### src/rtl/rackbus_pkg.sv
`default_nettype none
// ============================================================================
//  Module   : rackbus_pkg
//  Purpose  : Rackbus command-word layout, field accessors and decode constants.
//  Revision : 1.0  initial release
// ============================================================================
package rackbus_pkg;

    // Word layout, MSB first: ignore | pps | runcmd[1:0] | mode1type[1:0] |
    // mode1data[7:0] | trig_valid | trig[16:0]
    localparam int RACKBUS_TRIG_BITS = 17;

    localparam logic [1:0] MODE1_SPECIAL  = 2'd0;
    localparam logic [1:0] MODE1_FWU      = 2'd1;
    localparam logic [7:0] MODE1_NOOP     = 8'h00;
    localparam logic [7:0] MODE1_MARK_FWU = 8'h01;
    localparam logic [1:0] RUNCMD_NOOP    = 2'd0;
    localparam int         CMD_PERIOD     = 8;

    function automatic logic rackbus_ignore(input logic [31:0] cmd);
        return cmd[31];
    endfunction

    function automatic logic rackbus_pps(input logic [31:0] cmd);
        return cmd[30];
    endfunction

    function automatic logic [1:0] rackbus_runcmd(input logic [31:0] cmd);
        return cmd[29:28];
    endfunction

    function automatic logic [1:0] rackbus_mode1type(input logic [31:0] cmd);
        return cmd[27:26];
    endfunction

    function automatic logic [7:0] rackbus_mode1data(input logic [31:0] cmd);
        return cmd[25:18];
    endfunction

    function automatic logic rackbus_trig_valid(input logic [31:0] cmd);
        return cmd[17];
    endfunction

    function automatic logic [RACKBUS_TRIG_BITS-1:0] rackbus_trig(input logic [31:0] cmd);
        return cmd[RACKBUS_TRIG_BITS-1:0];
    endfunction

endpackage
`default_nettype wire

### src/rtl/rackbus_byte_fifo.sv
`default_nettype none
// ============================================================================
//  Module   : rackbus_byte_fifo
//  Purpose  : Synchronous byte FIFO with full/empty flags and AXI4-S output.
//  Revision : 1.0  initial release
// ============================================================================
module rackbus_byte_fifo #(
    parameter int DEPTH = 16
) (
    input  logic       clk,
    input  logic       rst,
    input  logic       i_push,
    input  logic [7:0] i_push_data,
    output logic       o_full,
    output logic       o_empty,
    output logic [7:0] o_tdata,
    input  logic       i_tready
);
    localparam int AW = $clog2(DEPTH);

    // Pointers carry one extra wrap bit to tell full from empty.
    logic [AW:0] wr_ptr_q, wr_ptr_d;
    logic [AW:0] rd_ptr_q, rd_ptr_d;
    logic [7:0]  mem_q [DEPTH];
    logic [7:0]  mem_d [DEPTH];
    logic        w_pop;
    logic        w_wr;

    always_comb begin
        o_empty  = (wr_ptr_q == rd_ptr_q);
        o_full   = (wr_ptr_q[AW] != rd_ptr_q[AW]) &&
                   (wr_ptr_q[AW-1:0] == rd_ptr_q[AW-1:0]);
        w_pop    = !o_empty && i_tready;
        w_wr     = i_push && (!o_full || w_pop);
        mem_d    = mem_q;
        if (w_wr) begin
            mem_d[wr_ptr_q[AW-1:0]] = i_push_data;
        end
        wr_ptr_d = wr_ptr_q + {{AW{1'b0}}, w_wr};
        rd_ptr_d = rd_ptr_q + {{AW{1'b0}}, w_pop};
        o_tdata  = o_empty ? 8'h00 : mem_q[rd_ptr_q[AW-1:0]];
    end

    always_ff @(posedge clk) begin
        mem_q <= mem_d;
        if (rst) begin
            wr_ptr_q <= '0;
            rd_ptr_q <= '0;
        end else begin
            wr_ptr_q <= wr_ptr_d;
            rd_ptr_q <= rd_ptr_d;
        end
    end

endmodule
`default_nettype wire

### src/rtl/surf_cmd_decode.sv
`default_nettype none
// ============================================================================
//  Module   : surf_cmd_decode
//  Purpose  : Rackbus command-word receiver: period check, field unpack, streams.
//  Revision : 1.0  initial release
// ============================================================================
module surf_cmd_decode
    import rackbus_pkg::*;
#(
    parameter int DEPTH = 16
) (
    input  logic                         sysclk_i,
    input  logic                         sysclk_rst_i,
    input  logic [31:0]                  cmd_i,
    input  logic                         cmd_valid_i,
    input  logic                         cmd_locked_i,
    output logic [7:0]                   mode1_tdata,
    output logic [1:0]                   mode1_tuser,
    output logic                         mode1_tvalid,
    input  logic                         mode1_tready,
    output logic [7:0]                   fw_tdata,
    output logic                         fw_tvalid,
    input  logic                         fw_tready,
    output logic                         fw_mark_o,
    output logic [1:0]                   runcmd_tdata,
    output logic                         runcmd_tvalid,
    input  logic                         runcmd_tready,
    output logic [RACKBUS_TRIG_BITS-1:0] trig_tdata,
    output logic                         trig_tvalid,
    input  logic                         trig_tready,
    output logic                         pps_o,
    output logic                         phase_err_o,
    output logic [15:0]                  err_count_o
);
    localparam logic [3:0] PERIOD_LAST = 4'(CMD_PERIOD - 1);

    logic [3:0]                   per_cnt_q, per_cnt_d;
    logic                         armed_q, armed_d;
    logic                         phase_err_q, phase_err_d;
    logic                         pps_q, pps_d;
    logic                         fw_mark_q, fw_mark_d;
    logic                         fw_push_q, fw_push_d;
    logic [7:0]                   fw_byte_q, fw_byte_d;
    logic                         mode1_valid_q, mode1_valid_d;
    logic [7:0]                   mode1_data_q, mode1_data_d;
    logic [1:0]                   mode1_type_q, mode1_type_d;
    logic                         runcmd_valid_q, runcmd_valid_d;
    logic [1:0]                   runcmd_data_q, runcmd_data_d;
    logic                         trig_valid_q, trig_valid_d;
    logic [RACKBUS_TRIG_BITS-1:0] trig_data_q, trig_data_d;
    logic [15:0]                  err_count_q, err_count_d;

    logic       w_accept, w_live, w_overwrite, w_err, w_fifo_drop;
    logic       w_fifo_full, w_fifo_empty;
    logic [1:0] w_m1type;
    logic [7:0] w_m1data;

    rackbus_byte_fifo #(.DEPTH(DEPTH)) u_fifo (
        .clk         (sysclk_i),
        .rst         (sysclk_rst_i),
        .i_push      (fw_push_q),
        .i_push_data (fw_byte_q),
        .o_full      (w_fifo_full),
        .o_empty     (w_fifo_empty),
        .o_tdata     (fw_tdata),
        .i_tready    (fw_tready)
    );

    assign fw_tvalid = !w_fifo_empty;

    always_comb begin
        w_accept = cmd_valid_i && cmd_locked_i && !sysclk_rst_i;
        w_live   = w_accept && !rackbus_ignore(cmd_i);
        w_m1type = rackbus_mode1type(cmd_i);
        w_m1data = rackbus_mode1data(cmd_i);

        // Counter restarts on every strobe; saturating keeps long gaps != 7.
        per_cnt_d = (per_cnt_q == 4'hF) ? per_cnt_q : per_cnt_q + 4'd1;
        if (cmd_valid_i) begin
            per_cnt_d = 4'd0;
        end
        armed_d = cmd_locked_i && (armed_q || w_accept);
        phase_err_d = w_accept && armed_q && (per_cnt_q != PERIOD_LAST);

        pps_d       = w_live && rackbus_pps(cmd_i);
        fw_mark_d   = 1'b0;
        fw_push_d   = 1'b0;
        fw_byte_d   = fw_byte_q;
        w_overwrite = 1'b0;

        trig_valid_d = trig_valid_q && !trig_tready;
        trig_data_d  = trig_data_q;
        if (w_live && rackbus_trig_valid(cmd_i)) begin
            w_overwrite  = w_overwrite || trig_valid_d;
            trig_valid_d = 1'b1;
            trig_data_d  = rackbus_trig(cmd_i);
        end

        runcmd_valid_d = runcmd_valid_q && !runcmd_tready;
        runcmd_data_d  = runcmd_data_q;
        if (w_live && (rackbus_runcmd(cmd_i) != RUNCMD_NOOP)) begin
            w_overwrite    = w_overwrite || runcmd_valid_d;
            runcmd_valid_d = 1'b1;
            runcmd_data_d  = rackbus_runcmd(cmd_i);
        end

        mode1_valid_d = mode1_valid_q && !mode1_tready;
        mode1_data_d  = mode1_data_q;
        mode1_type_d  = mode1_type_q;
        if (w_live) begin
            if (w_m1type == MODE1_SPECIAL && w_m1data == MODE1_MARK_FWU) begin
                fw_mark_d = 1'b1;
            end else if (w_m1type == MODE1_FWU) begin
                fw_push_d = 1'b1;
                fw_byte_d = w_m1data;
            end else if (!(w_m1type == MODE1_SPECIAL && w_m1data == MODE1_NOOP)) begin
                w_overwrite   = w_overwrite || mode1_valid_d;
                mode1_valid_d = 1'b1;
                mode1_data_d  = w_m1data;
                mode1_type_d  = w_m1type;
            end
        end

        // The FIFO sees the byte decoded last cycle; a pop frees room at full.
        w_fifo_drop = fw_push_q && w_fifo_full && !(fw_tvalid && fw_tready);
        w_err       = phase_err_d || w_overwrite || w_fifo_drop;
        err_count_d = (w_err && err_count_q != 16'hFFFF) ? err_count_q + 16'd1
                                                        : err_count_q;
    end

    always_ff @(posedge sysclk_i) begin
        if (sysclk_rst_i) begin
            per_cnt_q      <= '0;
            armed_q        <= 1'b0;
            phase_err_q    <= 1'b0;
            pps_q          <= 1'b0;
            fw_mark_q      <= 1'b0;
            fw_push_q      <= 1'b0;
            fw_byte_q      <= '0;
            mode1_valid_q  <= 1'b0;
            mode1_data_q   <= '0;
            mode1_type_q   <= '0;
            runcmd_valid_q <= 1'b0;
            runcmd_data_q  <= '0;
            trig_valid_q   <= 1'b0;
            trig_data_q    <= '0;
            err_count_q    <= '0;
        end else begin
            per_cnt_q      <= per_cnt_d;
            armed_q        <= armed_d;
            phase_err_q    <= phase_err_d;
            pps_q          <= pps_d;
            fw_mark_q      <= fw_mark_d;
            fw_push_q      <= fw_push_d;
            fw_byte_q      <= fw_byte_d;
            mode1_valid_q  <= mode1_valid_d;
            mode1_data_q   <= mode1_data_d;
            mode1_type_q   <= mode1_type_d;
            runcmd_valid_q <= runcmd_valid_d;
            runcmd_data_q  <= runcmd_data_d;
            trig_valid_q   <= trig_valid_d;
            trig_data_q    <= trig_data_d;
            err_count_q    <= err_count_d;
        end
    end

    assign mode1_tdata   = mode1_data_q;
    assign mode1_tuser   = mode1_type_q;
    assign mode1_tvalid  = mode1_valid_q;
    assign runcmd_tdata  = runcmd_data_q;
    assign runcmd_tvalid = runcmd_valid_q;
    assign trig_tdata    = trig_data_q;
    assign trig_tvalid   = trig_valid_q;
    assign fw_mark_o     = fw_mark_q;
    assign pps_o         = pps_q;
    assign phase_err_o   = phase_err_q;
    assign err_count_o   = err_count_q;

endmodule
`default_nettype wire
### config.mk
export PLATFORM = sky130hd
export DESIGN_NAME = surf_cmd_decode
export DESIGN_NICKNAME = d
export VERILOG_FILES = /design/src/rtl/rackbus_pkg.sv /design/src/rtl/rackbus_byte_fifo.sv /design/src/rtl/surf_cmd_decode.sv
export SDC_FILE = /design/constraint.sdc
export NUM_CORES = 1
export LEC_CHECK = 0
export ABC_CLOCK_PERIOD_IN_PS = 2750
export CORE_ASPECT_RATIO = 0.7
export CORE_MARGIN = 4
export CORE_UTILIZATION = 50
export CTS_CLUSTER_DIAMETER = 100
export DETAILED_ROUTE_END_ITERATION = 8
export MAX_ROUTING_LAYER = met4
export PLACE_DENSITY = 0.76
export RECOVER_POWER = 50
export SKIP_LAST_GASP = 1
export SLEW_MARGIN = 20
export SYNTH_ARGS = -nofsm -noshare
export SYNTH_HDL_FRONTEND = slang
export SYNTH_HIERARCHICAL = 1
export SYNTH_SLANG_ARGS = --single-unit
export TNS_END_PERCENT = 50
### constraint.sdc
create_clock -name sysclk_i -period 2.75 [get_ports sysclk_i]
set_input_delay 0.55 -clock sysclk_i [delete_from_list [all_inputs] [get_ports sysclk_i]]
set_output_delay 0.55 -clock sysclk_i [all_outputs]
set_load 0.02 [all_outputs]
# ---- After elaboration in Yosys (flattened, before gate mapping)
# Index checks and enable logic that the tools add are counted.
dict set report op_classes {
  addsub 4
  order_cmp 3
  eq_ne 8
  n_mux 21
  n_bitwise 6
  reduce_logical 43
}
# op n
set op_table {}
lappend op_table {{bitwise mux 128 bit} 1}
lappend op_table {{binary-select mux 8 bit (select 4 bit)} 1}
lappend op_table {{demux 8 bit (select 4 bit)} 1}
lappend op_table {{2-to-1 mux 8 bit} 4}
lappend op_table {{logical AND 1 bit} 21}
lappend op_table {{adder 16 x 1 -> 16 bit, second input constant} 1}
lappend op_table {{!= test 16 bit, second input constant} 1}
lappend op_table {{2-to-1 mux 1 bit} 14}
lappend op_table {{adder 5 x 1 -> 5 bit} 2}
lappend op_table {{greater-or-equal comparator 5 bit, second input constant} 2}
lappend op_table {{inverter 4 -> 5 bit} 2}
lappend op_table {{== test 8 x 1 -> 1 bit, second input constant} 1}
lappend op_table {{logical NOT 1 bit} 8}
lappend op_table {{logical NOT 8 bit} 1}
lappend op_table {{logical OR 1 bit} 6}
lappend op_table {{== test 5 bit} 1}
lappend op_table {{less-than comparator 5 x 1 -> 1 bit, second input constant} 1}
lappend op_table {{adder 4 x 1 -> 4 bit, second input constant} 1}
lappend op_table {{== test 4 bit} 1}
lappend op_table {{== test 4 bit, second input constant} 1}
lappend op_table {{!= test 4 x 3 -> 1 bit, second input constant} 1}
lappend op_table {{inverter 1 bit} 4}
lappend op_table {{AND reduction 4 bit} 1}
lappend op_table {{OR reduction 2 bit} 2}
lappend op_table {{6 further kinds} 6}
dict set report word_totals {
  register_bits 203
  in_bits 40
  out_inout_bits 60
  elab_cells 118
}

# ---- Depth between registers and ports, before layout
# Gate-level depths: netlist of the first run.
dict set report depth {
  depth_word 15
  ltp_mapped 10
  mapped_depth_nobuf 9
}

# ---- By module
# The synthesis of the first run kept the hierarchy.
# module instances cells_each area_each_um2
set by_module_without_submodules {}
lappend by_module_without_submodules {rackbus_byte_fifo 1 278 5567.8}
lappend by_module_without_submodules {surf_cmd_decode 1 305 2615.0}

# ---- Least setup slack after synthesis of the first run
# No wires, ideal clock.
dict set report synth_timing {
  path_type {register to register}
  start {register u_fifo.rd_ptr_q[4]}
  end {register err_count_q[9], in the netlist err_count_o[9]}
  setup_time_ns 0.123
  t_arrival_ns 2.575
  t_required_ns 2.627
  slack_ns 0.051
  path_stages_with_launch 10
  path_buffers 0
  period_less_slack_ns 2.699
  cell_sequence {dfxtp_1 xnor2_1 inv_1 nor2_2 inv_1 a21oi_1 a211oi_1 a2111oi_4 and3_1 mux2_1}
}
dict set report synth_between {
  elab_chain_cells 7
  elab_cells_between_ends 10
}
# element line
set synth_rtl {}
lappend synth_rtl {{start: declaration} rackbus_byte_fifo.sv:23} ;# logic [AW:0] rd_ptr_q, rd_ptr_d;
lappend synth_rtl {{start signal: assignment} rackbus_byte_fifo.sv:51} ;# rd_ptr_q <= rd_ptr_d;
lappend synth_rtl {{== test 5 bit} rackbus_byte_fifo.sv:30} ;# o_empty = (wr_ptr_q == rd_ptr_q);
lappend synth_rtl {{named net w_fifo_empty} surf_cmd_decode.sv:54} ;# logic w_fifo_full, w_fifo_empty;
lappend synth_rtl {{logical NOT 1 bit} surf_cmd_decode.sv:69} ;# assign fw_tvalid = !w_fifo_empty;
lappend synth_rtl {{named net fw_tvalid} surf_cmd_decode.sv:22} ;# output logic fw_tvalid,
lappend synth_rtl {{logical AND 1 bit} surf_cmd_decode.sv:125} ;# w_fifo_drop = fw_push_q && w_fifo_full && !(fw_tvalid && fw_tready);
lappend synth_rtl {{logical NOT 1 bit} surf_cmd_decode.sv:125}
lappend synth_rtl {{logical AND 1 bit} surf_cmd_decode.sv:125}
lappend synth_rtl {{logical OR 1 bit} surf_cmd_decode.sv:126} ;# w_err = phase_err_d || w_overwrite || w_fifo_drop;
lappend synth_rtl {{logical AND 1 bit} surf_cmd_decode.sv:127} ;# err_count_d = (w_err && err_count_q != 16'hFFFF) ? err_count_q + 16'd1
lappend synth_rtl {{end signal: assignment} surf_cmd_decode.sv:163} ;# err_count_q <= err_count_d;
lappend synth_rtl {{end: declaration} surf_cmd_decode.sv:51} ;# logic [15:0] err_count_q, err_count_d;
# The timed path passes the listed nets, and every way through them passes these cells.
# A chain may end at the register's enable or synchronous reset.

# ---- Worst setup path after layout of the first run
dict set report layout_timing {
  start {register u_fifo.rd_ptr_q[0]}
  end {output fw_tdata[2]}
}
dict set report layout_between {
  elab_chain_cells 5
  elab_cells_between_ends 6
}
# element line
set layout_rtl {}
lappend layout_rtl {{inverter 4 -> 5 bit (implied by the code)} rackbus_byte_fifo.sv:41} ;# o_tdata = o_empty ? 8'h00 : mem_q[rd_ptr_q[AW-1:0]];
lappend layout_rtl {{binary-select mux 8 bit (select 4 bit)} rackbus_byte_fifo.sv:41}
lappend layout_rtl {{2-to-1 mux 8 bit (implied by the code) (2 in series)} rackbus_byte_fifo.sv:41}
lappend layout_rtl {{2-to-1 mux 8 bit *} rackbus_byte_fifo.sv:41}
lappend layout_rtl {{end: declaration} surf_cmd_decode.sv:21} ;# output logic [7:0] fw_tdata,
# Mark *: on every way between the ends. The rest lies on a longest branch, timed or not. The select of a mux whose other input is x is not followed.

==> run summary, run 1 <==
The flow ran to the end, and the final reports show no timing, DRC or antenna violations. The number of clock sinks was 203. The critical path is of the flop to output port type. The logs give 1.16 mW for the reported net switching power and 781 for the final net count. Power density over cell area: 581 mW/mm^2.

Ranked by total cell area, the synthesized netlist is headed by sky130_fd_sc_hd__edfxtp_1, sky130_fd_sc_hd__dfxtp_1, sky130_fd_sc_hd__mux4_1, sky130_fd_sc_hd__mux4_2, sky130_fd_sc_hd__nand2_1. The run gives 46 as the pin count of the biggest net entering global routing. The fraction of layout cells with a size suffix above 1 works out to 20.6%. Share of synthesized flip-flops with an asynchronous set or reset: 0%. The most common cell in the synthesized netlist is sky130_fd_sc_hd__edfxtp_1. For the pin with the worst max-slew slack, the measured transition is 802 ps. The internal power of the cells totals 4.90 mW. In this run, synthesis inferred 128 flip-flops with an integrated enable.

A synthesized cell averages 14.0 um^2. The number of filler cells placed in the layout was 1105. Clock root buffer: sky130_fd_sc_hd__clkbuf_16.

The die is 115 um tall. After the first detailed-routing iteration, the DRC count stood at 432. IR analysis of the VDD net gives a maximum drop of 0.000379 V.

The top fanout value on the critical path is 6, and the via count of the first global-routing pass is 5491. Final number of max-transition violations: 0. For this configuration, the core starts out at a cell density of 51.8%. Detailed placement ended at an HPWL of 12.8 mm.

The minimum clock period is 2750 ps. Top cell family by delay on the critical path: multiplexers. The tools report the multi-input gate area in the final layout as 0.00266 mm^2. Data on the critical path is required at its endpoint by 2200 ps. Setup repair after global routing could not meet its margin everywhere. The run gives 6.07 mW as the power consumption.

The critical path goes through buf_12, mux4_1, a22oi_2, a21oi_1, buf_2. TritonCTS built the clock tree. For the count of final hold-check violations, the log shows 0. Summed over its instances, the top area cell type makes up 47.0% of the synthesized netlist area. The logs give 3.62 nW for the cell leakage power and 0 for the leftover overflow at the end of global routing. For the worst-case headroom to the max-slew limit, the log shows 46.5%. The post-synthesis net count was 629; the storage element area was 0.00535 mm^2. For this design the top-level I/O count stands at 100.

Net switching is 19.1% of the power. The number of detailed-routing iterations run before antenna repair came out at 5. The final worst-path cycle share was 99.9%; the clock-pin slew reported for the worst setup and hold paths after clock tree synthesis was 60 ps.

For the final database, setup skew stands at 15.9 ps. The depth of the most critical reg-to-reg path is 11. Based on the critical path, the design can be clocked at up to 364 MHz. The worst hold path belongs to the class flop to flop. Number of input and output port buffers inserted: 99. For the worst setup path, the data arrival time is 2200 ps. Post-route antenna net violation count: 0. The first global-routing pass estimated 29.8 mm of wire. STA classifies the critical path endpoint as an output port. For the routability congestion estimate from global placement, the log shows 0.822. Of all cell types, the one taking the most synthesized area is sky130_fd_sc_hd__edfxtp_1.

After synthesis, flip-flops and latches occupy 65.3% of the total area. For this block, the routed nets add up to 18.6 mm of wire. The floorplan step defined a die boundary enclosing 0.0185 mm^2. For the number of H-tree levels, the log shows 1. The core region is 0.0158 mm^2.

After technology mapping, the gate count stands at 583. Dividing the detail-routed wire length by the instance count gives 19.2 um. The netlist uses 56 different library cells.

The share of total power in the clock network was 43.4%; the initial antenna violation count was 0. On the worst path, the slowest cell contributes a delay of 570 ps. The critical path runs through a total of 5 cells. The clock passes through at most 3 buffers.

The clock latency of the later-clocked register in the worst-skew pair was 480 ps; the combined global-route utilization of all metal layers was 21.1%. Dividing the detail-routed via count by the number of cells gives 5.48. TritonCTS created 19 clock buffers. By count the netlist is led by sky130_fd_sc_hd__edfxtp_1, sky130_fd_sc_hd__dfxtp_1, sky130_fd_sc_hd__nand2_1. Per report_power, the sequential group accounts for 53.2% of the total.

Slowest cell on the critical path: sky130_fd_sc_hd__mux4_1. Adding up every negative setup slack in the final design gives 0 ps. Setup violations remaining at the end of the flow were counted as 0. Combinational cells account for 3.4% of the total power. After synthesis the netlist holds a flip-flop and latch count of 203. Flip-flop cell with the highest count after synthesis: sky130_fd_sc_hd__edfxtp_1.

Across the run, the number of max-cap violations was 0. During synthesis, Yosys emitted a total of 6 warnings. The worst hold path passes through 2 cells. The initialized floorplan defines 38 standard-cell rows. The routed layout has 5305 vias. After detailed routing, the number of remaining DRC violations is 0.

STA classifies the critical path startpoint as a flop. From left edge to right edge, the die measures 161 um. After synthesis the cells add up to 0.00818 mm^2.

The number of buffer and inverter instances along the worst setup path was 2; the synthesis-to-layout area growth was 27.6%.
[placed cells by master, fill, tap and decap left out, drive strengths merged, types with 2 or more instances in the layout]
cell | Yosys | final
nor4 | 3 | 3
and2 | 4 | 4
nand3 | 16 | 16
a21oi | 48 | 48
a2111oi | 2 | 2
nor3b | 2 | 2
o21ai | 4 | 4
inv | 6 | 6
clkinv | 1 | 7
nand4 | 5 | 5
nor2b | 12 | 12
buf | 14 | 68
nor2 | 47 | 47
a31oi | 2 | 2
a22oi | 16 | 16
nand2 | 66 | 66
nand2b | 8 | 8
and3 | 6 | 6
clkdlybuf4s50 | 0 | 88
nand3b | 3 | 3
mux2 | 6 | 6
nor3 | 12 | 12
edfxtp | 128 | 128
dfxtp | 75 | 75
mux2i | 9 | 9
clkbuf | 16 | 27
a31o | 3 | 3
bufinv | 0 | 3
ha | 6 | 6
a211oi | 2 | 2
dlygate4sd3 | 0 | 2
mux4 | 32 | 32
xor2 | 4 | 4
xnor2 | 13 | 13
[registers in the layout, summed over array words and instances (netlist names), 2 cells and up]
register	flops
fw_byte_q	8
u_fifo/rd_ptr_q	5
u_fifo/mem_q	128
err_count_o	16
per_cnt_q	4
mode1_tdata	8
u_fifo/wr_ptr_q	5
runcmd_tdata	2
trig_tdata	17
mode1_tuser	2
[what timing repair did]
action | CTS | global route
setup endpoints to repair | 8 | 10
gates cloned | 1 | 1
pin swaps | 5 | 6
hold buffers | 0 | 0
setup buffers | 2 | 2
resized for setup | 51 | 20
[logic make-up after synthesis]
| family | count (synthesis) | synth area share (%) |
|---|---|---|
| fa+ha+maj | 6 | 0.917 |
| buf+inv | 38 | 2.77 |
| simple gates | 190 | 11.0 |
| flops | 203 | 65.3 |
| mux | 47 | 11.5 |
| compound gates | 82 | 6.65 |
| xor+xnor | 17 | 1.82 |
[per-stage QoR]
step           cells  setup slack, ps  util (%)  hold WS, ps  area, um^2
4_1_cts          965            -46.8      65.9          457       10400
6_report         968             1.86      66.1          452       10400
3_3_place_gp     929             -137      61.6          441        9720
5_1_grt          967            -68.8      66.1          473       10400
3_5_place_dp     929             -185      61.6          449        9720
2_1_floorplan    583             51.3         -          454        8180
[per-layer routing]
metal  up-vias  track usage, %  routed length (um)
li1       2483               -                   -
met1      2657            28.8                8070
met2       137            33.8                8960
met3        28            3.76                1240
met4         0            5.06                 356
met5         -               -                   0
[cell type report]
type | count | area share [%]
clock inverters | 10 | 1.20
clock buffers | 23 | 4.80
multi-input cells | 342 | 25.5
repair buffers | 162 | 14.3
inverters | 7 | 0.252
flip-flops and latches | 203 | 51.2
diodes | 1 | 0.0240
well taps | 220 | 2.64
[worst register-to-register path: stages (launching register included)]
cell and delay, ps:
sky130_fd_sc_hd__dfxtp_4 390, sky130_fd_sc_hd__buf_4 160, sky130_fd_sc_hd__xnor2_1 170, sky130_fd_sc_hd__nand4_2 150
sky130_fd_sc_hd__nor2_2 120, sky130_fd_sc_hd__inv_1 70, sky130_fd_sc_hd__a21oi_1 180, sky130_fd_sc_hd__a211oi_1 90
sky130_fd_sc_hd__buf_4 180, sky130_fd_sc_hd__a2111oi_4 460, sky130_fd_sc_hd__and3_1 220, sky130_fd_sc_hd__mux2_1 310
[power groups by stage]
stage / combinational (mW) / sequential, mW / clock [mW]
global route: 0.223 / 3.23 / 2.83
CTS: 0.208 / 3.23 / 2.69
detailed placement: 0.201 / 3.29 / 0
finish: 0.208 / 3.23 / 2.63
global placement: 0.196 / 3.29 / 0
floorplan: 0.0735 / 3.30 / 0
[path summary, 6_finish.rpt]
check | start | to | slack, ps
worst max-delay path | u_fifo/rd_ptr_q[0] | fw_tdata[2] | 2
worst min-delay path | trig_tdata[2] | trig_tdata[2] | 450
worst max register to register | u_fifo/rd_ptr_q[0] | err_count_o[9] | 130
worst min register to register | trig_tdata[2] | trig_tdata[2] | 450
No activity file was read; power rests on OpenSTA's default activity.
==> run 2: changes to the inputs <==
GPL_TIMING_DRIVEN = 1   (was not set)
==> results of run 2 <==
The final DEF is identical to that of run 1; final timing and power are the same.
==> run 3: changes to the inputs <==
ABC_AREA = 1   (was not set)
PLACE_DENSITY = 0.75   (was 0.76)
SLEW_MARGIN = not set   (was 20)
==> run 3 against run 2 <==
Compared with the run above: global-route usage grew 0.90 points; the run now ends with negative setup slack left; final cell count grew 41%; first-iteration DRC count grew 28%; highest routed layer unchanged.
==> run summary, run 3 <==
The register bit count reported by yosys is 203 (unchanged). The combinational family with the most area after synthesis was simple AND/OR/NAND/NOR gates (was multiplexers). The count of synthesis-stage warnings from yosys was 6 (unchanged); the mux share of post-synthesis cell area was 0% (was 11.5%). The startpoint of the tightest hold check path was sysclk_rst_i (was trig_tdata[2]). The transition at the pin with the smallest max-transition slack came out at 729 ps (was 802 ps).

Half-perimeter wire length after placement: 14.4 mm (was 12.8 mm). The logs give 337 MHz (was 364 MHz) for the maximum operating frequency and 1053 (was 629) for the post-synthesis net count. The number of enable flip-flop cells after synthesis was 128 (unchanged).

For the number of CTS-inserted buffers, the log shows 20 (was 19). Depth of the most critical reg-to-reg path: 13 (was 11). Most area-consuming cells after synthesis: sky130_fd_sc_hd__edfxtp_1, sky130_fd_sc_hd__dfxtp_1, sky130_fd_sc_hd__nand2_1, sky130_fd_sc_hd__nand3_1, sky130_fd_sc_hd__inv_1 (was sky130_fd_sc_hd__edfxtp_1, sky130_fd_sc_hd__dfxtp_1, sky130_fd_sc_hd__mux4_1, sky130_fd_sc_hd__mux4_2, sky130_fd_sc_hd__nand2_1). The final sum of negative setup slack was -262 ps (was 0 ps); the fraction of the mapped netlist area in adder cells was 0.830% (was 0.917%). Largest area contributor in the synthesized netlist: sky130_fd_sc_hd__edfxtp_1 (unchanged).

Crit-path cells: inv_2, buf_4, nand2_1, nand3_1, nand2_1, nand2_1, nand2_1, inv_1, a21oi_1, clkdlybuf4s50_1 (was buf_12, mux4_1, a22oi_2, a21oi_1, buf_2). For the number of detailed-routing iterations run before antenna repair, the log shows 5 (unchanged). The leftover overflow at the end of global routing was 0 (unchanged); the compound-cell area share of the yosys netlist was 5.35% (was 6.65%). For the full die area, the log shows 0.0203 mm^2 (was 0.0185 mm^2). The clock-pin slew reported for the worst setup and hold paths after clock tree synthesis is 60 ps (about the same), and the initial antenna violation count is 0 (unchanged). The tools report the number of cells produced by synthesis as 1007 (was 583). The path category of the worst min-delay check was primary input to flop (was flop to flop). The sequential-to-total area share from yosys stat was 59.1% (was 65.3%); the global-route wire length before repair was 35.0 mm (was 29.8 mm). Most frequent cell after synthesis: sky130_fd_sc_hd__nand2_1 (was sky130_fd_sc_hd__edfxtp_1). The simple-gate share of the synthesized area works out to 24.6% (was 11.0%). Top cell family by delay on the critical path: buffers and inverters (was multiplexers).

The number of filler cells placed in the layout came out at 1434 (was 1105). Final net count: 1168 (was 781). The routability congestion estimate from global placement was 0.861 (was 0.822); the xor and xnor fraction of the mapped netlist area was 1.84% (was 1.82%). The tools report the total placed cells including tap cells as 1329 (was 929).

Setup repair after global routing could not meet its margin everywhere. The hold-critical path depth is 4 (was 2). The number of flip-flops in the largest register was 128 (unchanged).

The post-route antenna net violation count was 0 (unchanged). The tools report the reg-to-reg critical path startpoint as u_fifo/wr_ptr_q[2] (was u_fifo/rd_ptr_q[0]). TritonCTS built the clock tree. The flip-flop cell with the highest count after synthesis was sky130_fd_sc_hd__edfxtp_1 (unchanged). The number of remaining DRC errors was 0 (unchanged).

Height of the chip: 121 um (was 115 um). The count of final hold-check violations was 0 (unchanged). The logs give 1367 (was 968) for the number of cells in the finished layout apart from fillers and 555 (was 432) for the starting DRC count in detailed routing.

The number of rows in the core area was 40 (was 38); the storage element area was 0.00535 mm^2 (about the same). The worst setup margin was -216 ps (was 1.86 ps); the post-route cell area was 0.0110 mm^2 (was 0.0104 mm^2). The detail-routed net length per standard cell came out at 15.9 um (was 19.2 um).

Reported max-cap violation count: 0 (unchanged). The initial core utilization was 51.8% (about the same). The number of different library cells in the post-synthesis netlist came out at 36 (was 56). The number of vias per cell was 5.16 (was 5.48); the power density over cell area was 562 mW/mm^2 (was 581 mW/mm^2). Element type at the critical path end: an output port (unchanged). The clock root buffer is sky130_fd_sc_hd__clkbuf_16 (unchanged). The utilization after layout came out at 62.9% (was 66.1%). The overall via count from detail_route came out at 7050 (was 5305). The cell area after synthesis came out at 0.00905 mm^2 (was 0.00818 mm^2). The fraction of synthesized cell area taken by the top area cell type came out at 42.5% (was 47.0%). Final number of setup-violating endpoints: 2 (was 0). The minimum clock period works out to 2970 ps (was 2750 ps).

The tools report the antenna diode count as 0 (was 1). Most frequent cells after synthesis: sky130_fd_sc_hd__nand2_1, sky130_fd_sc_hd__edfxtp_1, sky130_fd_sc_hd__inv_1 (was sky130_fd_sc_hd__edfxtp_1, sky130_fd_sc_hd__dfxtp_1, sky130_fd_sc_hd__nand2_1). The synthesis-to-layout area growth came out at 21.4% (was 27.6%). The final number of max-transition violations was 0 (unchanged).

The flow ran to the end, but the final reports show violations. The worst hold margin was 416 ps (was 452 ps). The instance area after placement is 0.0104 mm^2 (was 0.00972 mm^2). The run gives 410 ps (was 130 ps) as the slack of the worst reg-to-reg path. The slowest cell on the critical path was sky130_fd_sc_hd__clkdlybuf4s50_1 (was sky130_fd_sc_hd__mux4_1).

The share of synthesized flip-flops with an asynchronous set or reset works out to 0% (unchanged). The run gives 11.9 ps (was 15.9 ps) as the worst clock skew. The largest incremental delay on the critical path is 630 ps (was 570 ps).

The tools report the hold-critical path endpoint as err_count_o[12] (was trig_tdata[2]). For the worst-case clock buffer depth, the log shows 3 (unchanged). The commonest non-fill, non-tap cell in the layout is sky130_fd_sc_hd__nand2_1 (was sky130_fd_sc_hd__edfxtp_1).

The number of buffer and inverter instances along the worst setup path is 4 (was 2), and the number of clock sinks is 203 (unchanged). The post-detailed-routing wire length is 21.7 mm (was 18.6 mm). For the data arrival time of the critical path, the log shows 2420 ps (was 2200 ps).

The type of the setup path with the least slack was flop to output port (unchanged). The logs give 22.0% (was 21.1%) for the combined global-route utilization of all metal layers and 0.00293 mm^2 (was 0.00266 mm^2) for the multi-input gate area in the final layout. Register containing the most flip-flops in the final layout: u_fifo/mem_q (unchanged). The worst-case headroom to the max-slew limit was 51.3% (was 46.5%); the fraction of layout cells with a size suffix above 1 was 7.66% (was 20.6%). The run gives 6775 (was 5491) as the via count of the first global-routing pass. The most numerous cell type found on the critical path is sky130_fd_sc_hd__nand2_1.

The number of top-level pins was 100 (unchanged); the cell leakage power was 4.50 nW (was 3.62 nW). The checks that failed: negative setup slack. For the pin count of the biggest net entering global routing, the log shows 53 (was 46).

Highest-count cells in the layout ignoring fill and taps: sky130_fd_sc_hd__nand2_1, sky130_fd_sc_hd__inv_1, sky130_fd_sc_hd__edfxtp_1 (was sky130_fd_sc_hd__edfxtp_1, sky130_fd_sc_hd__clkdlybuf4s50_1, sky130_fd_sc_hd__dfxtp_1). The top fanout value on the critical path was 32 (was 6). Endpoint of the worst register-to-register path: err_count_o[10] (was err_count_o[9]). The logs give 0.000448 V (was 0.000379 V) for the peak supply drop and 0.0175 mm^2 (was 0.0158 mm^2) for the area of the core. The final worst-path cycle share came out at 108% (was 99.9%). The number of H-tree levels is 1 (unchanged). The die boundary width was 169 um (was 161 um). The startpoint class of the critical path was a flop (unchanged). The per-instance average area after synthesis is 8.98 um^2 (was 14.0 um^2). Critical path required time: 2200 ps (about the same). The number of input and output port buffers inserted works out to 99 (unchanged).

The clock latency of the later-clocked register in the worst-skew pair is 490 ps (was 480 ps).
## run 3: worst max path at each step
stage	startpoint	cells after the start	to
after floorplan	u_fifo/rd_ptr_q[1]	15	err_count_o[7]
after global placement	u_fifo/rd_ptr_q[0]	10	fw_tdata[3]
after detailed placement	u_fifo/rd_ptr_q[0]	10	fw_tdata[2]
after CTS	u_fifo/rd_ptr_q[0]	10	fw_tdata[7]
after global routing	u_fifo/rd_ptr_q[0]	10	fw_tdata[7]
final	u_fifo/rd_ptr_q[0]	10	fw_tdata[7]
## run 3: final cells by class
type | instances | share of cell area [%]
Inverter | 134 | 4.60
Tap cell | 231 | 2.63
Sequential cell | 203 | 48.7
Clock buffer | 29 | 5.44
Clock inverter | 7 | 0.535
Timing Repair Buffer | 134 | 11.4
Multi-Input combinational cell | 629 | 26.7
## run 3: tightest hold or removal path, stage by stage
cell and delay, ps:
sky130_fd_sc_hd__buf_2 120, sky130_fd_sc_hd__inv_4 80, sky130_fd_sc_hd__nand2_1 70, sky130_fd_sc_hd__nor2_1 30
## run 3: timing repair
item                                    4_1_cts  5_1_grt
pin swaps                                     1        0
buffers inserted                              2        0
resized for setup                             8        4
endpoints found under the setup margin        9        9
hold buffers                                  0        0
## run 3: kinds of logic after synthesis
| kind of cell | after synthesis |
|---|---|
| and+or+nand+nor | 519 |
| DFF | 203 |
| buffers and inverters | 175 |
| AOI/OAI and AO/OA | 85 |
| xor gates and xnor gates | 19 |
| adders and majority gates | 6 |
## run 3: per-stage QoR
step           setup slack [ps]  power [mW]
2_1_floorplan               712        3.41
3_3_place_gp                258        3.52
3_5_place_dp                208        3.52
4_1_cts                    -244        6.22
5_1_grt                    -353        6.37
6_report                   -216        6.17
## run 3: layer usage
layer / track usage, % / vias to the layer above / share of wire, %
met5: - / - / 0
met2: 32.8 / 267 / 43
li1: - / 3463 / -
met3: 5.49 / 40 / 8.6
met4: 4.71 / 0 / 2.2
met1: 30.9 / 3280 / 46
## run 3: where the power goes
| part | internal (mW) | switching [mW] |
|---|---|---|
| logic | 0.100 | 0.121 |
| registers | 3.22 | 0.0136 |
| clock network | 1.61 | 1.11 |
==> patch 1, RTL diff (flow settings as in run 2) <==
Register the input `mode1_tready` before use, without a reset. The logic sees it one clock later. The other inputs are not delayed to match.
--- a/src/rtl/surf_cmd_decode.sv
+++ b/src/rtl/surf_cmd_decode.sv
@@ -35,2 +35,8 @@
     localparam logic [3:0] PERIOD_LAST = 4'(CMD_PERIOD - 1);
+
+    logic mode1_tready_q;
+
+    always_ff @(posedge sysclk_i) begin
+        mode1_tready_q <= mode1_tready;
+    end
 
@@ -106,3 +112,3 @@
 
-        mode1_valid_d = mode1_valid_q && !mode1_tready;
+        mode1_valid_d = mode1_valid_q && !mode1_tready_q;
         mode1_data_d  = mode1_data_q;
Function: changed (Yosys sat finds a counterexample within 4 cycles, from zero or initial values and one cycle with sysclk_rst_i high).
==> patch 1 against run 2 <==
- the run now ends with max-capacitance violations, max-slew violations left
- sequential share of layout area shrank 0.28 points
- sequential power about the same
- design area is 0.92% higher
- sequential cell count rose by 1
- routed wire length is 2.0% higher
- total power rose by 2.4%
- setup slack better by 0.022 ns
- area after synthesis hardly changed
- critical path type unchanged
- highest routed layer unchanged
==> patch 1: results (changes against run 2) <==
The run finished, with violations left. The final reports fail on max-capacitance violations, max-slew violations. The maximum VDD drop was 0.369 mV (-2.8%).

The worst slack after detailed placement is -0.214 ns (-0.0287 ns). Share of final-layout standard cells stronger than drive strength 1: 21.4% (+0.74 points). Ranked by instance count, the synthesized netlist is headed by edfxtp_1, dfxtp_1, nand2_1. The routability congestion estimate was 0.855 (+4.0%). The routed via count is 5377 (+1.4%).

The tools report the count of pins over their slew limit as 82 (+82). The tools report the total global-route track usage as 21.6% (+0.51 points). The count of nets after finishing was 786 (+0.64%). The fraction of synthesis flops using an asynchronous set or reset pin was 0% (unchanged). More flip-flops sit in one register than any other, and that register is u_fifo/mem_q. For the fraction of the yosys area taken by sequential cells, the log shows 65.5% (+0.18 points). The static leakage was 3.75 nW (+3.6%). The number of clock buffers inserted by TritonCTS was 20 (+1); the level count of the clock H-tree was 1 (unchanged). The violation count after the first detailed-route iteration was 524 (+21%).

The worst-path maximum fanout is 9 (+3), and the number of nets in the synthesized netlist is 629 (unchanged). The number of instances in the placed design was 927 (-0.22%); the total length of routed wires was 19000 um (+2.0%). The run gives 12700 um (-0.77%) as the post-detailed-placement half-perimeter wirelength. The number of cells in the finished layout apart from fillers is 974 (+0.62%). Max-capacitance violation count: 1 (+1).

For the pin count of the biggest net entering global routing, the log shows 82 (+78%). The number of cells on the worst reg-to-reg path was 12 (+1); the count of flip-flops with a built-in enable after synthesis was 128 (unchanged). For the final clock skew, the log shows 0.0170 ns (+0.00108 ns). Wire length of the first global-routing pass: 30400 um (+1.9%). The tools report the via count of the first global-routing pass as 5492 (+0.018%). The worst-case clock buffer depth is 3 (unchanged), and the antenna diode instance count is 0 (-1). Ranked by total cell area, the synthesized netlist is headed by edfxtp_1, dfxtp_1, mux4_2. The count of unique library cells instantiated by Yosys is 54 (-3.6%), and the worst slew margin relative to its limit is -1.65% (-48 points).

The data arrival time of the critical path was 2.18 ns (-0.02 ns). The worst hold path belongs to the class reg2reg.
[patch 1: stage by stage]
step | util (%) | cell area (um2) | hold WS (ns)
global route | 66.7 | 10500 | 0.471
CTS | 66.9 | 10600 | 0.456
finish | 66.7 | 10500 | 0.451
floorplan | - | 8190 | 0.454
detailed placement | 61.5 | 9700 | 0.447
global placement | 61.5 | 9700 | 0.441
[patch 1: path summary, 6_finish.rpt]
| path | startpoint | end | slack, ns |
|---|---|---|---|
| min reg2reg | trig_tdata[1] | trig_tdata[1] | 0.45 |
| min | trig_tdata[1] | trig_tdata[1] | 0.45 |
| max | u_fifo/rd_ptr_q[0] | fw_tdata[3] | 0.02 |
| max reg2reg | u_fifo/rd_ptr_q[0] | err_count_o[9] | 0.13 |
[patch 1: power by group]
group / internal [mW] / switching (mW) / leakage, nW
clock network: 1.64 / 1.12 / 0.327
registers: 3.23 / 0.0118 / 1.84
logic: 0.115 / 0.0941 / 1.59
total: 4.99 / 1.22 / 3.75
[patch 1: area by class of cell]
class                   count  area (um2)
clock buffers              26         564
clock inverters            10         108
fillers                  1153        5250
inverters                   7        26.3
multi-input cells         340        2690
flip-flops and latches    204        5370
well taps                 220         275
repair buffers            167        1510
[patch 1: cell families after synthesis]
kind of cell    Yosys count  synth area share [%]
flops                   204                  65.5
simple gates            189                  11.1
compound gates           81                  6.32
mux                      47                  11.4
buf+inv                  39                  2.93
xor+xnor                 17                  1.82
fa+ha+maj                 6                 0.917
[patch 1: layer usage]
layer | vias up | wire length, um | track usage, %
met4 | 0 | 393 | 4.66
li1 | 2484 | - | -
met2 | 156 | 9220 | 35.0
met3 | 37 | 1190 | 3.87
met1 | 2700 | 8180 | 29.3
met5 | - | 0 | -
[patch 1: what timing repair did]
action / 4_1_cts / 5_1_grt
setup endpoints to repair: 10 / 21
pin swaps: 10 / 8
setup buffers: 10 / 1
resized for setup: 58 / 18
gates cloned: 2 / 0
[patch 1: worst max-delay path, stage by stage, from the launching register on]
cell and delay, ns:
dfxtp_4 0.41, buf_12 0.16, mux4_1 0.57, a22oi_2 0.26, a21oi_1 0.12, buf_2 0.17
==> patch 2, RTL diff (settings of run 2) <==
Made on the original files. `RACKBUS_TRIG_BITS`: 17 -> 21.
--- a/src/rtl/rackbus_pkg.sv
+++ b/src/rtl/rackbus_pkg.sv
@@ -10,3 +10,3 @@
     // mode1data[7:0] | trig_valid | trig[16:0]
-    localparam int RACKBUS_TRIG_BITS = 17;
+    localparam int RACKBUS_TRIG_BITS = 21;
 
Interface: changed (resized trig_tdata); port bits go from 100 to 104. The function was not compared with the original's and may differ.
==> patch 2 against run 2 <==
- non-clock buffer count up 3
- area after synthesis is 1.4% higher
- setup slack worse by 0.085 ns
- critical path type unchanged
- clock power increased by 8.7%
- sequential cell count increased by 4
- count of clock-buffer cells in the layout is 5 higher
- routed wire length is 8.1% higher
- the flow now finishes with violations (negative setup slack)
- total power up 4.8%
- design area grew 2.0%
==> patch 2: results (changes against run 2) <==
The final clock skew was 0.0115 ns (-0.00444 ns); the synthesized-area fraction occupied by adder cells was 0.905% (-0.013 points). The parity-gate share of the synthesized area counting xor and xnor cells came out at 1.79% (-0.025 points). Post-synthesis compound-gate area fraction: 6.89% (+0.24 points). The count of flip-flops with a built-in enable after synthesis was 128 (unchanged).

The number of synthesis warnings is 6 (unchanged). The max-capacitance violation count came out at 0 (unchanged). The checks that failed: negative setup slack.

Maximum cell stage delay along the critical path: 0.52 ns (-0.05 ns). The startpoint identified for the worst hold timing path is trig_tdata[3]. The post-detailed-placement half-perimeter wirelength is 13500 um (+4.9%). The number of port buffers was 103 (+4.0%); the count of buffers added by post-CTS timing repair for setup was 0 (-2). The count of nets after finishing is 800 (+2.4%), and the slack of the worst reg-to-reg path is 0.10 ns (-0.03 ns).

The cell sitting at the root of the clock tree is a clkbuf_16. At the later pin of the worst-skew pair, clock insertion delay measures 0.49 ns. The routed via count came out at 5578 (+5.1%).

The worst slack after detailed placement came out at -0.113 ns (+0.0715 ns). Final critical-path setup slack: -0.0833 ns (-0.0851 ns). The pin count of the biggest net entering global routing is 85 (+85%).

For hold timing, the worst endpoint is trig_tdata[3]. Share of final-layout standard cells stronger than drive strength 1: 18.6% (-2.0 points). The number of antenna violations at the first check in global routing came out at 1 (+1). The number of nets in the synthesized netlist is 645 (+2.5%). The wire length of the first global-routing pass is 31300 um (+4.9%), and the fraction of synthesized area in multiplexers is 11.2% (-0.29 points). The maximum VDD drop was 0.348 mV (-8.4%). The endpoint identified for the worst register-to-register timing path is err_count_o[13]. The worst-path maximum fanout is 8 (+2), and the number of resized instances in the post-cts repair step is 40 (-22%). Counting flops per register, the top entry is u_fifo/mem_q. The logs give 3.69 nW (+1.8%) for the static leakage and 0.822 (about the same) for the routability congestion estimate. The number of cells on the worst reg-to-reg path was 12 (+1). The commonest cells after synthesis are edfxtp_1, dfxtp_1, nand2_1. The number of flip-flops under the largest register name is 128 (unchanged). The run gives 56 (unchanged) as the count of unique library cells instantiated by Yosys. The violation count after the first detailed-route iteration is 516 (+19%), and the setup-violating endpoint count in the final report is 7 (+7).

The worst-path cell with the longest stage delay was mux4_2. The flow ran to the end, but the final reports show violations. The run gives 20 (+1) as the number of clock buffers inserted by TritonCTS. The data arrival time of the critical path was 2.28 ns (+0.08 ns); the transition time at the pin with the least slew margin was 0.915 ns (+0.113 ns). Ranked by total cell area, the synthesized netlist is headed by edfxtp_1, dfxtp_1, mux4_1. For the cell count after synthesis, the log shows 599 (+2.7%). For the level count of the clock H-tree, the log shows 1 (unchanged).

For the via count of the first global-routing pass, the log shows 5542 (+0.93%). The total global-route track usage is 22.0% (+0.86 points). The run gives 20100 um (+8.1%) as the total length of routed wires. The min-delay analysis places its worst path in the category reg2reg. The logs give 6 (+1) for the number of detailed-routing iterations run before antenna repair and 65.4% (+0.069 points) for the fraction of the yosys area taken by sequential cells.
[patch 2: how the worst max path moves through the flow]
stage | depth (start not counted) | to | from
2_1_floorplan | 9 | err_count_o[13] | u_fifo/rd_ptr_q[4]
3_3_place_gp | 7 | err_count_o[15] | cmd_i[31]
3_5_place_dp | 7 | err_count_o[13] | cmd_i[31]
4_1_cts | 5 | fw_tdata[6] | u_fifo/rd_ptr_q[0]
5_1_grt | 12 | err_count_o[15] | u_fifo/rd_ptr_q[0]
6_report | 5 | fw_tdata[6] | u_fifo/rd_ptr_q[0]
[patch 2: metal layers]
metal	up-vias	wire, um	global-route usage (%)
li1	2542	-	-
met5	-	0	-
met2	166	9800	35.7
met4	0	423	5.35
met1	2832	8830	29.6
met3	38	1080	3.63
[patch 2: through the flow]
stage	TNS (ns)	hold WS (ns)	cells	instance area, um2	util (%)
5_1_grt	-1.07	0.472	994	10600	65.3
2_1_floorplan	0	0.454	599	8300	-
6_report	-0.171	0.453	994	10600	65.3
4_1_cts	-0.470	0.401	984	10600	64.9
3_5_place_dp	-0.472	0.447	948	9860	60.5
3_3_place_gp	-0.189	0.444	948	9850	60.4
[patch 2: layout make-up]
cell class,instances,area (um2)
fillers,1136,5650
flip-flops and latches,207,5430
multi-input cells,352,2670
repair buffers,165,1540
clock buffers,28,572
well taps,225,282
clock inverters,8,120
inverters,8,30.0
diodes,1,2.50
[patch 2: kinds of logic (layout without fill, tap and decap cells)]
group,Yosys count,after routing
compound gates,87,87
xor+xnor,17,17
fa+ha+maj,6,6
buf+inv,40,209
flops,207,207
mux,46,46
other cells,0,1
simple gates,196,196
[patch 2: power breakdown]
group	internal (mW)	switching, mW	leakage [nW]
Sequential	3.27	0.0131	1.86
Clock	1.74	1.12	0.331
Combinational	0.116	0.0961	1.49
Total	5.13	1.23	3.69
